[src/rtl/l2_tlb_refill_ctrl.sv]
// l2_tlb_refill_ctrl
//    Fully-associative second-level TLB with a miss/refill controller that sits
//    between the L1 TLB miss port and the page-table walker.
//
//    A hit answers two cycles after accept. A miss issues one walk to the PTW.
//    On a valid PTE that was not killed by sfence, the controller fills a victim
//    entry with the PTE PPN and the write permission returned by the protection
//    stage.
//
// Ports
//    clk, reset           clock; synchronous active-high reset
//    req_*                lookup request (valid/ready) with VPN and store flag
//    resp_*               one-cycle registered response: ppn, store exception,
//                         page fault, sfence replay
//    ptw_req_*            walk request (valid/ready) carrying the latched VPN
//    ptw_resp_*           single-cycle walk result (pte valid bit, pte ppn)
//    prot_sel_vpn         protection-stage input select: 0 in S_WAIT, else 1
//    prot_vpn, prot_ppn   latched request VPN; pass-through of the PTE PPN
//    prot_w               same-cycle write permission from the protection stage
//    sfence_valid         flush all entries
//    perf_hits/misses     lookup hit/miss counters
//
// Configuration
//    L2_TLB_PERF_CNT_EN   when defined, perf_hits/perf_misses are live 32-bit
//                         counters; otherwise both are tied to zero.
module l2_tlb_refill_ctrl #(
   parameter int ENTRIES = 8,
   parameter int VPN_W   = 20,
   parameter int PPN_W   = 20
) (
   input  logic             clk,
   input  logic             reset,
   input  logic             req_valid,
   output logic             req_ready,
   input  logic [VPN_W-1:0] req_vpn,
   input  logic             req_store,
   output logic             resp_valid,
   output logic [PPN_W-1:0] resp_ppn,
   output logic             resp_xcpt_st,
   output logic             resp_pf,
   output logic             resp_replay,
   output logic             ptw_req_valid,
   input  logic             ptw_req_ready,
   output logic [VPN_W-1:0] ptw_req_vpn,
   input  logic             ptw_resp_valid,
   input  logic             ptw_resp_pte_v,
   input  logic [PPN_W-1:0] ptw_resp_pte_ppn,
   output logic             prot_sel_vpn,
   output logic [VPN_W-1:0] prot_vpn,
   output logic [PPN_W-1:0] prot_ppn,
   input  logic             prot_w,
   input  logic             sfence_valid,
   output logic [31:0]      perf_hits,
   output logic [31:0]      perf_misses
);

   localparam int IDX_W = $clog2(ENTRIES);

   typedef enum logic [2:0] {
      S_IDLE,
      S_LOOKUP,
      S_PTW_REQ,
      S_WAIT,
      S_RESP
   } state_t;

   state_t state_reg, state_next;

   // Entry storage. The tag compare is parallel over all entries, so the
   // arrays are held in flops rather than a RAM.
   logic [ENTRIES-1:0] valid_reg;
   logic [ENTRIES-1:0] w_reg;
   logic [VPN_W-1:0]   tag_reg [ENTRIES];
   logic [PPN_W-1:0]   ppn_reg [ENTRIES];
   logic [IDX_W-1:0]   rr_ptr_reg;

   logic               kill_reg;
   logic [VPN_W-1:0]   vpn_reg;
   logic               store_reg;

   logic               resp_valid_reg;
   logic [PPN_W-1:0]   resp_ppn_reg;
   logic               resp_xcpt_st_reg;
   logic               resp_pf_reg;
   logic               resp_replay_reg;
   logic               ptw_req_valid_reg;

   // Lookup / victim selection
   logic [ENTRIES-1:0] match;
   logic               hit;
   logic [PPN_W-1:0]   hit_ppn;
   logic               hit_w;
   logic [IDX_W-1:0]   victim_idx;

   // Output-process controls
   logic               accept;
   logic               fill_en;
   logic               resp_load;
   logic [PPN_W-1:0]   resp_ppn_next;
   logic               resp_xcpt_st_next;
   logic               resp_pf_next;
   logic               resp_replay_next;

   genvar gi;
   generate
      for (gi = 0; gi < ENTRIES; gi++) begin : g_match
         assign match[gi] = valid_reg[gi] && (tag_reg[gi] == vpn_reg);
      end
   endgenerate

   // Descending scans so that the lowest index has the final say, both for
   // a (theoretically impossible) multi-hit and for the first invalid slot.
   always_comb begin
      hit        = |match;
      hit_ppn    = '0;
      hit_w      = 1'b0;
      victim_idx = rr_ptr_reg;
      for (int i = ENTRIES - 1; i >= 0; i--) begin
         if (match[i]) begin
            hit_ppn = ppn_reg[i];
            hit_w   = w_reg[i];
         end
         if (!valid_reg[i]) begin
            victim_idx = IDX_W'(i);
         end
      end
   end

   // State register
   always_ff @(posedge clk) begin
      if (reset) begin
         state_reg <= S_IDLE;
      end else begin
         state_reg <= state_next;
      end
   end

   // Next-state logic
   always_comb begin
      state_next = state_reg;
      case (state_reg)
         S_IDLE:    if (req_valid && !sfence_valid) state_next = S_LOOKUP;
         S_LOOKUP:  state_next = (sfence_valid || hit) ? S_RESP : S_PTW_REQ;
         S_PTW_REQ: if (ptw_req_ready) state_next = S_WAIT;
         S_WAIT:    if (ptw_resp_valid) state_next = S_RESP;
         S_RESP:    state_next = S_IDLE;
         default:   state_next = S_IDLE;
      endcase
   end

   // Output / datapath-control logic
   always_comb begin
      req_ready         = (state_reg == S_IDLE) && !sfence_valid;
      accept            = req_valid && (state_reg == S_IDLE) && !sfence_valid;
      prot_sel_vpn      = (state_reg != S_WAIT);
      prot_vpn          = vpn_reg;
      prot_ppn          = ptw_resp_pte_ppn;
      fill_en           = 1'b0;
      resp_load         = 1'b0;
      resp_ppn_next     = '0;
      resp_xcpt_st_next = 1'b0;
      resp_pf_next      = 1'b0;
      resp_replay_next  = 1'b0;
      case (state_reg)
         S_LOOKUP: begin
            if (sfence_valid) begin
               // Flush during lookup: answer with a replay, never walk.
               resp_load        = 1'b1;
               resp_replay_next = 1'b1;
            end else if (hit) begin
               resp_load         = 1'b1;
               resp_ppn_next     = hit_ppn;
               resp_xcpt_st_next = store_reg && !hit_w;
            end
         end
         S_WAIT: begin
            if (ptw_resp_valid) begin
               resp_load = 1'b1;
               // A flush in the same cycle as the result counts as a kill,
               // so the entry is never filled with a stale translation.
               if (kill_reg || sfence_valid) begin
                  resp_replay_next = 1'b1;
               end else if (ptw_resp_pte_v) begin
                  fill_en           = 1'b1;
                  resp_ppn_next     = ptw_resp_pte_ppn;
                  resp_xcpt_st_next = store_reg && !prot_w;
               end else begin
                  resp_pf_next = 1'b1;
               end
            end
         end
         default: ;
      endcase
   end

   // Request latch, kill flag and registered responses
   always_ff @(posedge clk) begin
      if (reset) begin
         vpn_reg           <= '0;
         store_reg         <= 1'b0;
         kill_reg          <= 1'b0;
         resp_valid_reg    <= 1'b0;
         resp_ppn_reg      <= '0;
         resp_xcpt_st_reg  <= 1'b0;
         resp_pf_reg       <= 1'b0;
         resp_replay_reg   <= 1'b0;
         ptw_req_valid_reg <= 1'b0;
      end else begin
         if (accept) begin
            vpn_reg   <= req_vpn;
            store_reg <= req_store;
         end
         if (state_next == S_IDLE) begin
            kill_reg <= 1'b0;
         end else if (sfence_valid &&
                      (state_reg == S_PTW_REQ || state_reg == S_WAIT)) begin
            kill_reg <= 1'b1;
         end
         resp_valid_reg    <= (state_next == S_RESP);
         ptw_req_valid_reg <= (state_next == S_PTW_REQ);
         if (resp_load) begin
            resp_ppn_reg     <= resp_ppn_next;
            resp_xcpt_st_reg <= resp_xcpt_st_next;
            resp_pf_reg      <= resp_pf_next;
            resp_replay_reg  <= resp_replay_next;
         end
      end
   end

   // Valid bits and replacement pointer; a flush overrides a same-cycle fill.
   always_ff @(posedge clk) begin
      if (reset) begin
         valid_reg  <= '0;
         rr_ptr_reg <= '0;
      end else if (sfence_valid) begin
         valid_reg <= '0;
      end else if (fill_en) begin
         valid_reg[victim_idx] <= 1'b1;
         rr_ptr_reg            <= rr_ptr_reg + 1'b1;
      end
   end

   // Entry payload needs no reset; it is qualified by the valid bits.
   always_ff @(posedge clk) begin
      if (fill_en) begin
         tag_reg[victim_idx] <= vpn_reg;
         ppn_reg[victim_idx] <= ptw_resp_pte_ppn;
         w_reg[victim_idx]   <= prot_w;
      end
   end

   assign resp_valid    = resp_valid_reg;
   assign resp_ppn      = resp_ppn_reg;
   assign resp_xcpt_st  = resp_xcpt_st_reg;
   assign resp_pf       = resp_pf_reg;
   assign resp_replay   = resp_replay_reg;
   assign ptw_req_valid = ptw_req_valid_reg;
   assign ptw_req_vpn   = vpn_reg;

`ifdef L2_TLB_PERF_CNT_EN
   logic        hit_evt;
   logic        miss_evt;
   logic [31:0] perf_hits_reg;
   logic [31:0] perf_misses_reg;

   assign hit_evt  = (state_reg == S_LOOKUP) && !sfence_valid && hit;
   assign miss_evt = (state_reg == S_LOOKUP) && !sfence_valid && !hit;

   // Counters survive sfence and wrap naturally at 32 bits.
   always_ff @(posedge clk) begin
      if (reset) begin
         perf_hits_reg   <= '0;
         perf_misses_reg <= '0;
      end else begin
         if (hit_evt)  perf_hits_reg   <= perf_hits_reg + 32'd1;
         if (miss_evt) perf_misses_reg <= perf_misses_reg + 32'd1;
      end
   end

   assign perf_hits   = perf_hits_reg;
   assign perf_misses = perf_misses_reg;
`else
   assign perf_hits   = '0;
   assign perf_misses = '0;
`endif

endmodule

[config.mk]
export PLATFORM = sky130hd
export DESIGN_NAME = l2_tlb_refill_ctrl
export DESIGN_NICKNAME = d
export VERILOG_FILES = /design/src/rtl/l2_tlb_refill_ctrl.sv
export SDC_FILE = /design/constraint.sdc
export NUM_CORES = 1
export LEC_CHECK = 0
export ABC_AREA = 1
export CAP_MARGIN = 20
export CORE_MARGIN = 3
export CORE_UTILIZATION = 51
export DETAILED_ROUTE_END_ITERATION = 8
export PLACE_DENSITY = 0.82
export SLEW_MARGIN = 25
export SYNTH_ARGS = -nofsm -noshare
export SYNTH_HDL_FRONTEND = slang
export SYNTH_SLANG_ARGS = --single-unit
[constraint.sdc]
create_clock -name clk -period 3.6 [get_ports clk]
set_input_delay 0.54 -clock clk [delete_from_list [all_inputs] [get_ports clk]]
set_output_delay 0.54 -clock clk [all_outputs]
set_load 0.01 [all_outputs]
* Yosys cells after proc, flatten, opt, wreduce, memory -nomap -nowiden
Memory sizes are Yosys's and may differ from the RTL's.
Index checks and enable logic that the tools add are counted.
** Word-level totals
- Bits in registers :: 69
- Memory bits (writable) :: 320
- Bits of input ports :: 49
- Output and inout bits :: 151
- Memories :: 2
** Operators by class
- $add $sub $neg :: 1
- Order comparisons :: 2
- Equal/unequal tests :: 14
- Mux-type cells :: 62
- Bitwise gates (word level) :: 2
- Reduce and logical (&&, ||, !) cells :: 28
** Memories
- ppn_reg :: words 8, bits a word 20, rd ports 8, clocked after memory_dff 0, wr ports 1, RTL line 74 : logic [PPN_W-1:0] ppn_reg [ENTRIES];
- tag_reg :: words 8, bits a word 20, rd ports 8, clocked after memory_dff 0, wr ports 1, RTL line 73 : logic [VPN_W-1:0] tag_reg [ENTRIES];
** Operators with widths (count)
- $mux W20 :: 13
- $eq A20 B20 Y1 :: 8
- $pmux W20 S2 :: 1
- $mux W3 :: 12
- $mux W1 :: 30
- $logic_and A1 B1 Y1 :: 16
- $pmux W3 S4 :: 1
- $eq A3 B2 Y1 const B :: 3
- $bwmux W8 :: 1
- $or A8 B8 Y8 :: 1
- $reduce_or A8 Y1 :: 1
- $logic_not A3 Y1 :: 2
- $pmux W1 S2 :: 3
- $lt A3 B4 Y1 const B :: 1
- $reduce_or A2 Y1 :: 2
- $add A3 B1 Y3 const B :: 1
- $demux W1 S3 :: 1
- $eq A3 B1 Y1 const B :: 1
- $eq A3 B3 Y1 const B :: 1
- $ge A3 B1 Y1 const B :: 1
- $logic_not A1 Y1 :: 3
- $logic_or A1 B1 Y1 :: 3
- $ne A3 B2 Y1 const B :: 1
- $reduce_and A2 Y1 :: 1
- $not A1 Y1 :: 1

* Logic depth before layout (Yosys ltp)
Gate-level depths: netlist (run 1).
An unclocked memory read counts as a cell.
- Word-level depth :: 16
- Gate-level depth with buffers :: 22
- Depth with buffers taken out :: 21

* Worst setup path after synthesis (run 1)
OpenSTA, ideal clock, no wires.
- Path type :: register -> register
- Start point :: register state_reg[2]
- End point :: memory ppn_reg[7][0] (enable)
- Data arrival time :: 3.216 ns
- Setup slack :: -0.057 ns
- Stages on the path, launching flop included :: 12
- Buffers on the path :: 0
- Clock period less this slack :: 3.657 ns
- Cell sequence :: dfxtp_1 > inv_1 > nand2_1 > nor2_1 > inv_1 > nor2_1 > inv_1 > nor3_2 > inv_1 > nor2_1 > nand2_1 > nor2_1
** On the way
- Word-level cells in the longest chain between the ends :: 4
** RTL lines
- start, declared :: RTL line 67 : state_t state_reg, state_next;
- start signal, assigned :: RTL line 134 : state_reg <= state_next;
- $eq A3 B2 Y1 :: RTL line 164 : case (state_reg)
- $mux W1 :: RTL line 164
- $mux W1 :: RTL line 245 : if (fill_en) begin
- $mux W1 (not written as such) :: RTL line 247 : ppn_reg[victim_idx] <= ptw_resp_pte_ppn;
- end, declared :: RTL line 74
Every way passes these cells.

* Final worst setup path (run 1)
- Start point :: register vpn_reg[9] (netlist: prot_vpn[9])
- End point :: register resp_ppn_reg[8] (netlist: resp_ppn[8])
** On the way
- Word-level cells in the longest chain between the ends :: 13
- Elaborated cells between the ends (all ways) :: 31
- Those cells by class :: eq/ne: 8; mux: 14; reduce/logical: 9
** RTL lines
- start, declared :: RTL line 78 : logic [VPN_W-1:0] vpn_reg;
- start signal, assigned :: RTL line 210 : vpn_reg <= req_vpn;
- $eq A20 B20 Y1 :: RTL line 107 : assign match[gi] = valid_reg[gi] && (tag_reg[gi] == vpn_reg);
- $logic_and A1 B1 Y1 :: RTL line 107
- $mux W20 (8 in series) :: RTL line 119 : if (match[i]) begin
- $mux W20 :: RTL line 170 : end else if (hit) begin
- $mux W20 :: RTL line 166 : if (sfence_valid) begin
- $pmux W20 S2 :: RTL line 164
- end signal, assigned :: RTL line 222 : resp_ppn_reg <= resp_ppn_next;
- end, declared :: RTL line 82 : logic [PPN_W-1:0] resp_ppn_reg;
Parallel ways exist; a longest one is shown, timed or not.
A chain may end at the register's enable or synchronous reset.

==> flow_results.xml, run 1 <==
<?xml version="1.0" encoding="UTF-8"?>
<metrics>
  <group name="sta">
    <metric name="final_worst_path_period_need" unit="ns">3.19</metric>
    <metric name="final.setup_skew" unit="ns">0.0243</metric>
    <metric name="slew_violations" unit="">0</metric>
    <metric name="final_min_period_over_clock_period" unit="%">88.5</metric>
    <metric name="worstMarginPinSlew" unit="ns">0.590</metric>
    <metric name="timing.slew.headroom" unit="%">60.7</metric>
    <metric name="final-hold-violation-count" unit="">0</metric>
    <metric name="timing.final.setup_violations" unit="">0</metric>
    <metric name="setup_repair_after_global_routing_missed_its_margin" unit="">false</metric>
    <metric name="worst_hold_slack" unit="ns">0.495</metric>
    <metric name="max_freq" unit="MHz">314</metric>
  </group>
  <group name="worst_setup_path">
    <metric name="crit_path_max_fanout" unit="">21</metric>
    <metric name="critical_path_arrival" unit="ns">3.67</metric>
    <metric name="cpPeakStageDelay" unit="ns">0.63</metric>
    <metric name="critical_path.most_common_cell" unit="">sky130_fd_sc_hd__nand2_1</metric>
    <metric name="reg2reg_setup_slack" unit="ns">0.41</metric>
    <metric name="reg2reg_from" unit="">prot_vpn[9]$_SDFFE_PP0P_</metric>
    <metric name="critical_path_required" unit="ns">4.08</metric>
    <metric name="reg_to_reg_end" unit="">resp_ppn[8]$_SDFFE_PP0P_</metric>
    <metric name="reg2regPathDepth" unit="">21</metric>
    <metric name="cpLargestDelayFamily" unit="">simple AND/OR/NAND/NOR gates</metric>
    <metric name="cp_slowest_cell" unit="">sky130_fd_sc_hd__dfxtp_1</metric>
    <metric name="timing.critical_path.from_type" unit="">flop</metric>
    <metric name="worstPathCellList" unit="">inv_1 -&gt; buf_4 -&gt; nand2_1 -&gt; nand2_1 -&gt; nor2_1 -&gt; nand2_1 -&gt; nor2_1 -&gt; nand3_2 -&gt; nand2_2 -&gt; nand2_1 -&gt; nand2_1 -&gt; nand2_1 -&gt; nand2_1 -&gt; o21ai_1 -&gt; nand2_1 -&gt; nand2_1 -&gt; nand2_1 -&gt; nand2_1 -&gt; nand3_1 -&gt; nand2_1 -&gt; inv_1</metric>
    <metric name="critPathCaptureType" unit="">flop</metric>
    <metric name="worst-path-buf-inv" unit="">3</metric>
    <metric name="path_class" unit="">flop to flop</metric>
  </group>
  <group name="route">
    <metric name="avgViaCountPerCell" unit="">5.55</metric>
    <metric name="drcViolationCount" unit="">0</metric>
    <metric name="drt_iter0_markers" unit="">1781</metric>
    <metric name="route.antenna.remaining_nets" unit="">0</metric>
    <metric name="route.final.wire_length" unit="um">47800</metric>
    <metric name="route.vias.total" unit="">13200</metric>
    <metric name="router_iterations_before_antenna_repair" unit="">6</metric>
    <metric name="wl_per_cell" unit="um">20.1</metric>
  </group>
  <group name="cells_and_area">
    <metric name="final_nets" unit="">1959</metric>
    <metric name="post-route-util" unit="%">60.6</metric>
    <metric name="seqCellArea" unit="um2">11100</metric>
    <metric name="layout.cells.most_common" unit="">sky130_fd_sc_hd__nand2_1</metric>
    <metric name="area_of_the_multi_input_gates" unit="um2">5030</metric>
    <metric name="instances_no_fill" unit="">2385</metric>
    <metric name="layout-area-overhead-vs-synth" unit="%">16.2</metric>
    <metric name="antenna_cells" unit="">0</metric>
    <metric name="num-fill-cells" unit="">2519</metric>
    <metric name="post_route_cells_drive_above_1_share" unit="%">8.72</metric>
    <metric name="final_cell_mix" unit="">sky130_fd_sc_hd__nand2_1 (505), sky130_fd_sc_hd__edfxtp_1 (328), sky130_fd_sc_hd__nor2_1 (200), sky130_fd_sc_hd__inv_1 (146), sky130_fd_sc_hd__clkdlybuf4s50_1 (135)</metric>
    <metric name="finish.instance_area" unit="um2">20400</metric>
  </group>
  <group name="die">
    <metric name="dieWidth" unit="um">192</metric>
    <metric name="floorplan.rows" unit="">67</metric>
    <metric name="dieHeight" unit="um">192</metric>
    <metric name="start_util" unit="%">52.1</metric>
    <metric name="boundaryPins" unit="">200</metric>
    <metric name="fp.dieArea" unit="um2">36700</metric>
    <metric name="core_area" unit="um2">33700</metric>
  </group>
  <group name="global_route">
    <metric name="gr-usage-all-layers" unit="%">25.8</metric>
    <metric name="first_global_vias" unit="">12700</metric>
    <metric name="antenna_found_initial" unit="">0</metric>
    <metric name="global_route_wire_length_before_repair" unit="um">72500</metric>
    <metric name="global_route.overflow_total" unit="">0</metric>
    <metric name="maximum_number_of_pins_on_one_net_before_global_route_repair" unit="">44</metric>
  </group>
  <group name="placement">
    <metric name="place_congestion" unit="">0.970</metric>
    <metric name="placed_cell_area" unit="um2">19200</metric>
    <metric name="detailed_place_hpwl" unit="um">31500</metric>
    <metric name="placed_cells" unit="">2316</metric>
    <metric name="buffer_ports.inserted" unit="">135</metric>
  </group>
  <group name="yosys">
    <metric name="synth_sequential_area_ratio" unit="%">63.1</metric>
    <metric name="synth_enable_flop_cells" unit="">328</metric>
    <metric name="async_reset_ff_share" unit="%">0</metric>
    <metric name="yosys_most_used_dff" unit="">sky130_fd_sc_hd__edfxtp_1</metric>
    <metric name="synthesis.instances" unit="">1774</metric>
    <metric name="postSynthRegisterBits" unit="">389</metric>
    <metric name="ys_warn_count" unit="">0</metric>
    <metric name="synthesis.area_per_instance" unit="um2">9.90</metric>
    <metric name="syn_area" unit="um2">17600</metric>
    <metric name="synthDistinctLibCells" unit="">47</metric>
  </group>
  <group name="clock_tree">
    <metric name="clk_root_buffer_cell" unit="">sky130_fd_sc_hd__clkbuf_16</metric>
    <metric name="cts.sinks" unit="">389</metric>
    <metric name="clock_path_buffers" unit="">3</metric>
    <metric name="cts_htree_levels" unit="">2</metric>
    <metric name="postCtsSetupBuffers" unit="">0</metric>
    <metric name="path_clk_slew" unit="ns">0.06</metric>
    <metric name="clock_insertion_delay_worst_skew" unit="ns">0.54</metric>
    <metric name="tritoncts" unit="">built</metric>
    <metric name="cts-buffers-inserted" unit="">39</metric>
  </group>
  <group name="min_path">
    <metric name="worstHoldPathType" unit="">flop to flop</metric>
    <metric name="worst_hold_path_stage_count" unit="">2</metric>
    <metric name="worst_hold_path.endpoint" unit="">store_reg$_SDFFE_PP0P_</metric>
    <metric name="hold_path_startpoint" unit="">store_reg$_SDFFE_PP0P_</metric>
  </group>
  <group name="power">
    <metric name="power" unit="mW">9.64</metric>
    <metric name="irDropWorstVdd" unit="mV">0.297</metric>
    <metric name="power_density" unit="nW/um2">472</metric>
    <metric name="leakagePower" unit="nW">8.21</metric>
  </group>
  <group name="job">
    <metric name="cap_violations" unit="">0</metric>
  </group>
  <group name="run_status">
    <metric name="outcome" unit="">finished clean</metric>
  </group>
</metrics>
[layer usage]
layer	part of all wire, %	track usage, %	up-vias
met5	0	0	-
met3	13	6.02	135
met4	3.6	9.74	0
li1	-	-	5946
met1	38	35.9	6193
met2	45	39.8	966
[cells by family (layout without fill, tap and decap cells)]
logic type	after synthesis	in the layout	synth area share, %
AOI/OAI and AO/OA	209	209	6.69
xor gates and xnor gates	32	32	1.60
adders and majority gates	1	1	0.0713
buffers and inverters	330	430	9.96
DFF	389	389	63.1
other	1	64	0.0214
and+or+nand+nor	812	812	18.6
[worst max path at each step]
stage,from,endpoint,slack [ns],cells past startpoint
6_report,prot_vpn[9]$_SDFFE_PP0P_,resp_ppn[8]$_SDFFE_PP0P_,0.41,21
5_1_grt,prot_vpn[9]$_SDFFE_PP0P_,resp_ppn[6]$_SDFFE_PP0P_,0.15,21
4_1_cts,prot_vpn[7]$_SDFFE_PP0P_,resp_ppn[15]$_SDFFE_PP0P_,0.26,20
3_5_place_dp,prot_vpn[7]$_SDFFE_PP0P_,resp_ppn[11]$_SDFFE_PP0P_,0.36,20
3_3_place_gp,prot_vpn[7]$_SDFFE_PP0P_,resp_ppn[8]$_SDFFE_PP0P_,0.31,16
2_1_floorplan,state_reg[2]$_SDFF_PP0_,ppn_reg[7][0]$_DFFE_PP_,-0.06,11
[power by group]
| group | switching, mW | total, mW | leakage, nW | internal [mW] |
|---|---|---|---|---|
| registers | 0.0351 | 4.95 | 3.47 | 4.91 |
| clock network | 1.68 | 4.01 | 0.616 | 2.33 |
| logic | 0.441 | 0.685 | 4.12 | 0.244 |
[timing repair]
item / CTS / global route
resized for setup: 0 / 1
endpoints found under the setup margin: 0 / 2
hold buffers: 0 / 0
[layout make-up]
cell class,count,area share (%)
flip-flops and latches,389,54.3
multi-input cells,1118,24.7
repair buffers,199,9.22
clock buffers,54,5.31
inverters,162,2.99
well taps,448,2.75
clock inverters,15,0.815
[worst min-delay path, stage by stage (launching register included)]
cell and delay [ns]:
sky130_fd_sc_hd__dfxtp_1 0.32, sky130_fd_sc_hd__inv_1 0.07, sky130_fd_sc_hd__a21oi_1 0.06
[Yosys cell counts (15+ instances only)]
library cell / number / area share, %
sky130_fd_sc_hd__inv_1: 146 / 3.1
sky130_fd_sc_hd__inv_2: 15 / 0.32
sky130_fd_sc_hd__nand2_1: 505 / 11
sky130_fd_sc_hd__o21ai_1: 22 / 0.63
sky130_fd_sc_hd__xnor2_1: 23 / 1.1
sky130_fd_sc_hd__buf_2: 28 / 0.80
sky130_fd_sc_hd__nor2_1: 208 / 4.4
sky130_fd_sc_hd__a21oi_1: 70 / 2.0
sky130_fd_sc_hd__buf_4: 110 / 4.7
sky130_fd_sc_hd__o22ai_1: 16 / 0.57
sky130_fd_sc_hd__edfxtp_1: 328 / 56
sky130_fd_sc_hd__o21ai_0: 71 / 2.0
sky130_fd_sc_hd__clkbuf_1: 17 / 0.36
sky130_fd_sc_hd__dfxtp_1: 61 / 7.0
sky130_fd_sc_hd__nand3_1: 58 / 1.7
[through the flow]
stage | setup TNS, ns | worst slack, ns
CTS | 0 | 0.265
global route | 0 | 0.152
floorplan | -4.65 | -0.0572
detailed placement | 0 | 0.360
finish | 0 | 0.414
global placement | 0 | 0.315
Power figures use the tool's default switching activity.
==> run 2, diff against run 1 <==
- GPL_TIMING_DRIVEN: default -> 0
==> flow_results.xml, run 2 (synthesized netlist as in run 1, its figures left out) <==
<?xml version="1.0" encoding="UTF-8"?>
<metrics>
  <group name="worst_setup_path">
    <metric name="critical_path_arrival" unit="ns">3.78</metric>
    <metric name="worstSetupEndpoint" unit="">resp_ppn[2]$_SDFFE_PP0P_</metric>
    <metric name="reg2regPathDepth" unit="">21</metric>
    <metric name="timing.critical_path.from_type" unit="">flop</metric>
    <metric name="critPathCaptureType" unit="">flop</metric>
    <metric name="reg_to_reg_end" unit="">resp_ppn[2]$_SDFFE_PP0P_</metric>
    <metric name="reg2reg_setup_slack" unit="ns">0.23</metric>
    <metric name="critical_path_required" unit="ns">4.01</metric>
    <metric name="reg2reg_from" unit="">prot_vpn[15]$_SDFFE_PP0P_</metric>
    <metric name="crit_path_max_fanout" unit="">11</metric>
    <metric name="path_class" unit="">flop to flop</metric>
    <metric name="timing.critical_path.from" unit="">prot_vpn[15]$_SDFFE_PP0P_</metric>
  </group>
  <group name="route">
    <metric name="drt_iter0_markers" unit="">1791</metric>
    <metric name="route.vias.total" unit="">13700</metric>
    <metric name="route.antenna.remaining_nets" unit="">0</metric>
    <metric name="route.final.wire_length" unit="um">48600</metric>
    <metric name="router_iterations_before_antenna_repair" unit="">6</metric>
    <metric name="drcViolationCount" unit="">0</metric>
    <metric name="avgViaCountPerCell" unit="">5.47</metric>
    <metric name="wl_per_cell" unit="um">19.4</metric>
  </group>
  <group name="sta">
    <metric name="final-hold-violation-count" unit="">0</metric>
    <metric name="max_freq" unit="MHz">297</metric>
    <metric name="worst_hold_slack" unit="ns">0.476</metric>
    <metric name="setup_repair_after_global_routing_missed_its_margin" unit="">false</metric>
    <metric name="timing.final.setup_violations" unit="">0</metric>
    <metric name="slew_violations" unit="">0</metric>
    <metric name="tns" unit="ns">0</metric>
    <metric name="timing.slew.headroom" unit="%">36.0</metric>
    <metric name="final_min_period_over_clock_period" unit="%">93.5</metric>
    <metric name="final_worst_path_period_need" unit="ns">3.37</metric>
    <metric name="final.setup_skew" unit="ns">0.0172</metric>
    <metric name="worstMarginPinSlew" unit="ns">0.960</metric>
  </group>
  <group name="placement">
    <metric name="buffer_ports.inserted" unit="">135</metric>
    <metric name="placed_cells" unit="">2432</metric>
    <metric name="place_congestion" unit="">0.953</metric>
    <metric name="placed_cell_area" unit="um2">20100</metric>
    <metric name="detailed_place_hpwl" unit="um">33100</metric>
  </group>
  <group name="die">
    <metric name="dieWidth" unit="um">192</metric>
    <metric name="core_area" unit="um2">33700</metric>
    <metric name="floorplan.rows" unit="">67</metric>
    <metric name="dieHeight" unit="um">192</metric>
    <metric name="boundaryPins" unit="">200</metric>
    <metric name="start_util" unit="%">52.1</metric>
    <metric name="fp.dieArea" unit="um2">36700</metric>
  </group>
  <group name="global_route">
    <metric name="first_global_vias" unit="">13500</metric>
    <metric name="maximum_number_of_pins_on_one_net_before_global_route_repair" unit="">25</metric>
    <metric name="antenna_found_initial" unit="">0</metric>
    <metric name="global_route.overflow_total" unit="">0</metric>
    <metric name="gr-usage-all-layers" unit="%">26.2</metric>
    <metric name="global_route_wire_length_before_repair" unit="um">74500</metric>
  </group>
  <group name="clock_tree">
    <metric name="cts_htree_levels" unit="">2</metric>
    <metric name="cts-buffers-inserted" unit="">38</metric>
    <metric name="path_clk_slew" unit="ns">0.06</metric>
    <metric name="clock_insertion_delay_worst_skew" unit="ns">0.52</metric>
    <metric name="clk_root_buffer_cell" unit="">sky130_fd_sc_hd__clkbuf_16</metric>
    <metric name="tritoncts" unit="">built</metric>
    <metric name="cts.sinks" unit="">389</metric>
    <metric name="clock_path_buffers" unit="">3</metric>
  </group>
  <group name="power">
    <metric name="irDropWorstVdd" unit="mV">0.313</metric>
    <metric name="share_comb_of_total_power" unit="%">7.3</metric>
    <metric name="leakagePower" unit="nW">8.72</metric>
    <metric name="power.share.switching" unit="%">22.5</metric>
    <metric name="power.sequential.fraction" unit="%">53.2</metric>
    <metric name="p_int" unit="mW">7.31</metric>
    <metric name="switching_power" unit="mW">2.13</metric>
    <metric name="power_density" unit="nW/um2">444</metric>
    <metric name="power_share_of_the_clock_group" unit="%">39.5</metric>
  </group>
  <group name="cells_and_area">
    <metric name="final_cell_mix" unit="">sky130_fd_sc_hd__nand2_1 (505), sky130_fd_sc_hd__edfxtp_1 (328), sky130_fd_sc_hd__nor2_1 (199), sky130_fd_sc_hd__inv_1 (146), sky130_fd_sc_hd__clkdlybuf4s50_1 (135)</metric>
    <metric name="post-route-util" unit="%">63.0</metric>
    <metric name="final_nets" unit="">2074</metric>
    <metric name="post_route_cells_drive_above_1_share" unit="%">13.0</metric>
    <metric name="layout-area-overhead-vs-synth" unit="%">21.0</metric>
    <metric name="layout.cells.most_common" unit="">sky130_fd_sc_hd__nand2_1</metric>
    <metric name="num-fill-cells" unit="">2431</metric>
    <metric name="area_of_the_multi_input_gates" unit="um2">5040</metric>
    <metric name="seqCellArea" unit="um2">11100</metric>
    <metric name="finish.instance_area" unit="um2">21200</metric>
    <metric name="instances_no_fill" unit="">2502</metric>
  </group>
  <group name="run_status">
    <metric name="outcome" unit="">finished clean</metric>
  </group>
  <group name="min_path">
    <metric name="worstHoldPathType" unit="">flop to flop</metric>
  </group>
  <group name="job">
    <metric name="cap_violations" unit="">0</metric>
  </group>
</metrics>
-- run 2: cell types whose count changed in the layout (fill, tap and decap cells not counted), moves of 3 or more --
cell                        before  now
sky130_fd_sc_hd__bufinv_16       3    0
sky130_fd_sc_hd__clkbuf_1       11   30
sky130_fd_sc_hd__buf_1           0    5
sky130_fd_sc_hd__buf_6           0    8
sky130_fd_sc_hd__clkinv_1        2    5
sky130_fd_sc_hd__buf_4          60  110
sky130_fd_sc_hd__dfxtp_2         1    7
sky130_fd_sc_hd__buf_16          0   10
sky130_fd_sc_hd__buf_2           0   28
sky130_fd_sc_hd__clkinv_2        7    4
sky130_fd_sc_hd__dfxtp_1        60   53
-- run 2: cell type report --
class,instances,share of cell area [%]
Clock inverter,11,0.265
Buffer,168,5.36
Multi-Input combinational cell,1118,23.7
Clock buffer,58,5.13
Antenna cell,1,0.0118
Tap cell,448,2.64
Inverter,162,2.87
Sequential cell,389,52.2
Timing Repair Buffer,147,7.85
-- run 2: repair_timing --
action	CTS	global route
setup endpoints to repair	21	21
setup buffers	0	0
resized for setup	1	9
hold buffers	0	0
-- run 2: layer usage --
metal	part of all wire [%]	GRT usage, %	vias up
li1	-	-	6178
met2	46	42.4	1021
met3	12	5.57	151
met1	37	34.5	6331
met4	4.4	11.0	0
met5	0	0	-
-- run 2: power by group through the flow --
| stage | combinational (mW) | sequential (mW) | clock [mW] |
|---|---|---|---|
| floorplan | 0.362 | 5.06 | 0 |
| global placement | 0.652 | 5.11 | 0 |
| detailed placement | 0.672 | 5.11 | 0 |
| CTS | 0.680 | 5.01 | 3.73 |
| global route | 0.740 | 5.02 | 3.91 |
| finish | 0.692 | 5.02 | 3.73 |
-- run 2: stage by stage --
stage	setup slack [ns]	power (mW)
global placement	-2.07	5.76
floorplan	-0.0572	5.42
CTS	0.0253	9.43
global route	0.000528	9.67
detailed placement	-0.202	5.78
finish	0.234	9.44
-- run 2: critical path, stage by stage (launching register included) --
cell                      delay (ns)
sky130_fd_sc_hd__dfxtp_1        0.75
sky130_fd_sc_hd__buf_2          0.35
sky130_fd_sc_hd__inv_2          0.18
sky130_fd_sc_hd__nand2_1        0.10
sky130_fd_sc_hd__o21ai_1        0.06
sky130_fd_sc_hd__nor2_1         0.13
sky130_fd_sc_hd__nand2_1        0.06
sky130_fd_sc_hd__nor2_1         0.12
sky130_fd_sc_hd__nand3_2        0.23
sky130_fd_sc_hd__inv_2          0.27
sky130_fd_sc_hd__buf_6          0.18
sky130_fd_sc_hd__nor2_1         0.06
sky130_fd_sc_hd__nand2_1        0.08
sky130_fd_sc_hd__nand2_1        0.08
sky130_fd_sc_hd__o21ai_1        0.12
sky130_fd_sc_hd__nand2_1        0.08
sky130_fd_sc_hd__nand2_1        0.08
sky130_fd_sc_hd__nand2_1        0.07
sky130_fd_sc_hd__nand2_1        0.08
sky130_fd_sc_hd__nand3_1        0.08
sky130_fd_sc_hd__nand2_1        0.07
sky130_fd_sc_hd__inv_1          0.04
-- run 2: worst min-delay path by stage --
| stage | startpoint | slack [ns] | cells past startpoint | endpoint |
|---|---|---|---|---|
| after global placement | resp_pf$_SDFFE_PP0P_ | 0.46 | 2 | resp_pf$_SDFFE_PP0P_ |
| after global routing | resp_replay$_SDFFE_PP0P_ | 0.50 | 2 | resp_replay$_SDFFE_PP0P_ |
| after CTS | resp_pf$_SDFFE_PP0P_ | 0.47 | 2 | resp_pf$_SDFFE_PP0P_ |
| final | resp_pf$_SDFFE_PP0P_ | 0.48 | 2 | resp_pf$_SDFFE_PP0P_ |
| after floorplan | store_reg$_SDFFE_PP0P_ | 0.44 | 2 | store_reg$_SDFFE_PP0P_ |
| after detailed placement | resp_pf$_SDFFE_PP0P_ | 0.45 | 2 | resp_pf$_SDFFE_PP0P_ |
==> run 3, diff against run 2 <==
- CTS_CLUSTER_DIAMETER: default -> 100
==> results of run 3 <==
No change in the layout: final DEF, timing and power equal those of run 2.
